### config.mk
export PLATFORM = sky130hd
export DESIGN_NAME = alu_serial_ctrl
export DESIGN_NICKNAME = d
export VERILOG_FILES = /design/src/rtl/alu_serial_ctrl.sv
export SDC_FILE = /design/constraint.sdc
export NUM_CORES = 1
export LEC_CHECK = 0
export CAP_MARGIN = 30
export CORE_MARGIN = 4
export CORE_UTILIZATION = 38
export CTS_CLUSTER_DIAMETER = 40
export CTS_CLUSTER_SIZE = 28
export DETAILED_ROUTE_END_ITERATION = 10
export SLEW_MARGIN = 20
export SYNTH_ARGS = -nofsm -noshare
export SYNTH_HDL_FRONTEND = slang
export SYNTH_SLANG_ARGS = --single-unit
### constraint.sdc
create_clock -name clk -period 2.01 [get_ports clk]
set_input_delay 0.201 -clock clk [delete_from_list [all_inputs] [get_ports clk]]
set_output_delay 0.201 -clock clk [all_outputs]
set_load 0.005 [all_outputs]
### src/rtl/alu_serial_ctrl.sv
// Bit-serial ALU controller: runs a WIDTH-bit NOR/XOR/add LSB-first through
// an external 1-bit slice, one bit per clock, then pulses done.
module alu_serial_ctrl #(
    parameter int WIDTH = 8,
    parameter int CNT_W = $clog2(WIDTH) + 1
) (
    input  logic             clk,
    input  logic             rst_n,
    input  logic             start,
    input  logic [1:0]       op,
    input  logic [WIDTH-1:0] a,
    input  logic [WIDTH-1:0] b,
    output logic             busy,
    output logic             done,
    output logic [WIDTH-1:0] result,
    output logic             carry_out,
    output logic             alu_a,
    output logic             alu_b,
    output logic             alu_cin,
    output logic [1:0]       alu_op,
    input  logic             alu_s,
    input  logic             alu_cout
);

    typedef enum logic [1:0] {IDLE, RUN, DONE} state_t;

    state_t           state_q, state_d;
    logic [WIDTH-1:0] a_q, a_d, b_q, b_d, result_q, result_d;
    logic [1:0]       op_q, op_d;
    logic [CNT_W-1:0] idx_q, idx_d;
    logic             carry_q, carry_d;
    logic             carry_out_q, carry_out_d;
    logic             busy_q, busy_d;
    logic             done_q, done_d;
    logic [WIDTH-1:0] bit_mask;
    logic             last_bit;
    logic             run;

    assign run      = (state_q == RUN);
    assign bit_mask = WIDTH'(1) << idx_q;
    assign last_bit = (idx_q == CNT_W'(WIDTH - 1));

    always_comb begin
        state_d     = state_q;
        a_d         = a_q;
        b_d         = b_q;
        op_d        = op_q;
        idx_d       = idx_q;
        carry_d     = carry_q;
        result_d    = result_q;
        carry_out_d = carry_out_q;
        case (state_q)
            IDLE: if (start) begin
                state_d = RUN;
                a_d     = a;
                b_d     = b;
                op_d    = op;
                idx_d   = '0;
                carry_d = (op == 2'b11);
            end
            RUN: begin
                result_d = (result_q & ~bit_mask) | (alu_s ? bit_mask : '0);
                carry_d  = alu_cout;
                idx_d    = idx_q + 1'b1;
                if (last_bit) begin
                    state_d     = DONE;
                    // logic ops never report a carry, whatever the slice says
                    carry_out_d = op_q[1] & alu_cout;
                end
            end
            DONE:    state_d = IDLE;
            default: state_d = IDLE;
        endcase
        busy_d = (state_d != IDLE);
        done_d = run && last_bit;
    end

    always_ff @(posedge clk or negedge rst_n) begin
        if (!rst_n) begin
            state_q     <= IDLE;
            a_q         <= '0;
            b_q         <= '0;
            op_q        <= '0;
            idx_q       <= '0;
            carry_q     <= 1'b0;
            result_q    <= '0;
            carry_out_q <= 1'b0;
            busy_q      <= 1'b0;
            done_q      <= 1'b0;
        end else begin
            state_q     <= state_d;
            a_q         <= a_d;
            b_q         <= b_d;
            op_q        <= op_d;
            idx_q       <= idx_d;
            carry_q     <= carry_d;
            result_q    <= result_d;
            carry_out_q <= carry_out_d;
            busy_q      <= busy_d;
            done_q      <= done_d;
        end
    end

    // Slice drive is a pure function of flops, gated to zero outside RUN.
    assign alu_a     = run & |(a_q & bit_mask);
    assign alu_b     = run & |(b_q & bit_mask);
    assign alu_cin   = run & carry_q;
    assign alu_op    = run ? op_q : 2'b00;
    assign busy      = busy_q;
    assign done      = done_q;
    assign result    = result_q;
    assign carry_out = carry_out_q;

endmodule

==> impl_results.md <==
- Status: completed
- Synth unique cells: 33
- Synth Flop Type: dfrtp_1
- WP data required: around 1.8 ns
- Combinational Power Share: between 50% and 60%
- Critical path depth: 3
- Drt initial violations: 125
- Data arrival, critical path: 1.73 ns
- Finished Cell Area: 0.00243 mm^2
- Cell family with most CP delay: flip-flops
- Sw frac: between 30% and 40%
- Tcrit/Tclk final: 96.1%
- Num rows: 24
- Post-DP HPWL: approximately 2700 um
- Seq cells post-synth: 36
- Synth Instances: 131
- Placed inst area: 0.00223 mm^2
- Pwr/cell area: 1580 mW/mm^2
- Pin count of the biggest net entering global routing: 37
- RePlAce Congestion: 0.728
- Leading cell types in the layout, fill and taps excluded: clkdlybuf4s50_1 (36), dfrtp_1 (33), mux2_4 (12)
- Startpoint types: register
- Root Buffer: clkbuf_8
- Sequential share of power: 35.5%
- Fin crit period: 1.93 ns
- Setup Total Neg Slack: 0 ns
- WL per Instance: 16.2 um
- NetSw: 1.28 mW
- Total GRT Usage: 14.8%
- Fmax: 0.518 GHz
- RSZ-0062 raised after global routing: no
- Die height: 75.8 um
- IO Port Bufs: 38
- Share of cells above drive strength 1: 36.4%
- Post-route DRC: 0
- Most common cell after layout, fill and taps aside: clkdlybuf4s50_1
- Vias in the first global route: 1297
- Largest family of logic cells by synthesized area: multiplexers
- Syn Std Cell Area: 0.00174 mm^2
- Asr flop ratio synth: 100%
- Clock buffer depth: 2
- Worst path slowest cell: dfrtp_1
- Htree depth: 2
- Slew HR: around 70%
- Synth Area per Inst: 13.3 um^2
- CTS sink cnt: 36
- Peak VDD IR: between 0.0007 and 0.0008 V
- CP Buf/Inv Count: 1
- Internal power: 2.57 mW
- Crit end category: primary output
- R2r worst-path depth: 4
- Top-Level Pins: 39
- P&R area growth vs syn: 39.6%
- Chip width: around 76 um
- Post-Route WL: around 3800 um
- Number of max-cap violations: 0
- Syn. warnings: 0
- First-pass GRT wire length: 6170 um
- Core Box Area: 0.00438 mm^2
- CP Class: reg2out
- Final count of negative-setup-slack endpoints: 0
- Overflow after GRT: 0
- Hold_buf cts: 0
- Routed via count: 1215
- Post-synthesis adder-cell area fraction: 4.30%
- Sequential area share after synthesis: ~52%
- CTS tree: built
- Actual slew at the worst max-slew pin: roughly 0.45 ns
- CP cell instances: nor2b_4 > and2_1 > clkdlybuf4s50_1
- CTS clk-pin slew, worst paths: 0.07 ns
- Syn Nets: 160
- Worst clock skew: 0.00479 ns
- XOR/XNOR Fraction of Synth Area: 0%
- Post-DRT Antenna Nets: 0
- Die ar.: 0.00574 mm^2
- FILL cells: 359
- CTS Buf Count: 5
- Multiplexer area fraction after synthesis: a little over a fifth
- Crit-path max FO: 8
- Static Leak: 1.03 nW
- EDFF count, synth: 0
- Initial Util: approximately 40%
- Post-Synth Simple-Gate Area: between 10 and 15%
- Final Hold Viols: 0
- CP max stage delay: roughly 0.51 ns
- Clock share of power: 13.6%
- Final-report max-slew violation count: 0
- # diodes: 0
- Initial antenna violation count: 0
- Final nets: roughly 210
- DR vias/cell: 5.15
- Min-delay worst type: in2async
- First-pass detailed-route iteration total: 4
- Worst skew pair latency: approximately 0.28 ns
- Synth Area in Compound Gates: 7.46%
-- metal layers --
metal  global-route usage (%)  up-vias  part of all wire, %
met5                        0        -                    0
met4                     6.21        0                  1.8
met3                     4.88        6                  5.9
met2                     23.7       47                   49
met1                     18.2      588                   44
li1                         -      574                    -
-- stage by stage --
stage          instances  hold WS, ns  utilization, %  setup slack, ns  total power, mW
2_1_floorplan        131      -0.0946               -            0.510             2.35
3_3_place_gp         225        0.475            50.8           0.0584             3.06
3_5_place_dp         225        0.490            50.8           0.0240             3.10
4_1_cts              236        0.351            54.9          0.00193             3.79
5_1_grt              236        0.365            55.5          0.00874             4.11
6_report             236        0.339            55.5           0.0777             3.85
-- layout make-up --
cell class | instances | area, um^2 | share of cell area (%)
timing repair buffer | 50 | 478 | 19.6
multi-input combinational | 85 | 878 | 36.1
inverter | 5 | 18.8 | 0.771
clock buffer | 8 | 90.1 | 3.70
sequential | 36 | 905 | 37.2
tap | 52 | 65.1 | 2.67
-- path summary, 6_finish.rpt --
path	endpoint	from	slack, ns
min reg2reg	register	register	0.50
max reg2reg	register	idx_q[3]	0.40
max	alu_cin	state_q[1]	0.08
max in group asynchronous	idx_q[1]	rst_n	1.33
min	asynchronous set/reset pin	rst_n	0.34
min in group clk	register	register	0.50
-- timing repair --
action / 4_1_cts / 5_1_grt
gates resized for setup: 15 / 12
pin swaps: 0 / 7
setup buffers: 3 / 0
setup endpoints to repair: 3 / 2
-- cells in the mapped netlist, types with 2 or more instances --
master / instances / area [um^2]
nand3_1: 3 / 15.0
nand2_1: 6 / 22.5
mux2_4: 12 / 180
mux2i_1: 4 / 40.0
nor3b_2: 2 / 25.0
and3_2: 2 / 15.0
dfrtp_1: 36 / 901
ha_1: 6 / 75.1
buf_2: 2 / 10.0
buf_6: 3 / 33.8
and2_1: 3 / 18.8
a22oi_1: 6 / 45.0
nand2b_1: 3 / 18.8
o21ai_0: 2 / 10.0
nand3_2: 2 / 20.0
mux2_1: 3 / 33.8
inv_1: 5 / 18.8
o21a_1: 2 / 15.0
mux2_2: 11 / 124
o22ai_1: 5 / 31.3
-- logic make-up (layout without fill, tap and decap cells) --
| logic type | count (synthesis) | count (layout) |
|---|---|---|
| buf+inv | 10 | 63 |
| fa+ha+maj | 6 | 6 |
| flops | 36 | 36 |
| simple gates | 30 | 30 |
| mux | 30 | 30 |
| compound gates | 19 | 19 |
-- power by group through the flow --
stage / Combinational (mW) / Sequential, mW / Clock (mW)
6_report: 1.96 / 1.37 / 0.522
5_1_grt: 2.12 / 1.42 / 0.569
4_1_cts: 1.91 / 1.34 / 0.541
3_5_place_dp: 1.77 / 1.33 / 0
3_3_place_gp: 1.74 / 1.32 / 0
2_1_floorplan: 1.09 / 1.27 / 0
(Power assumes the default switching activity.)
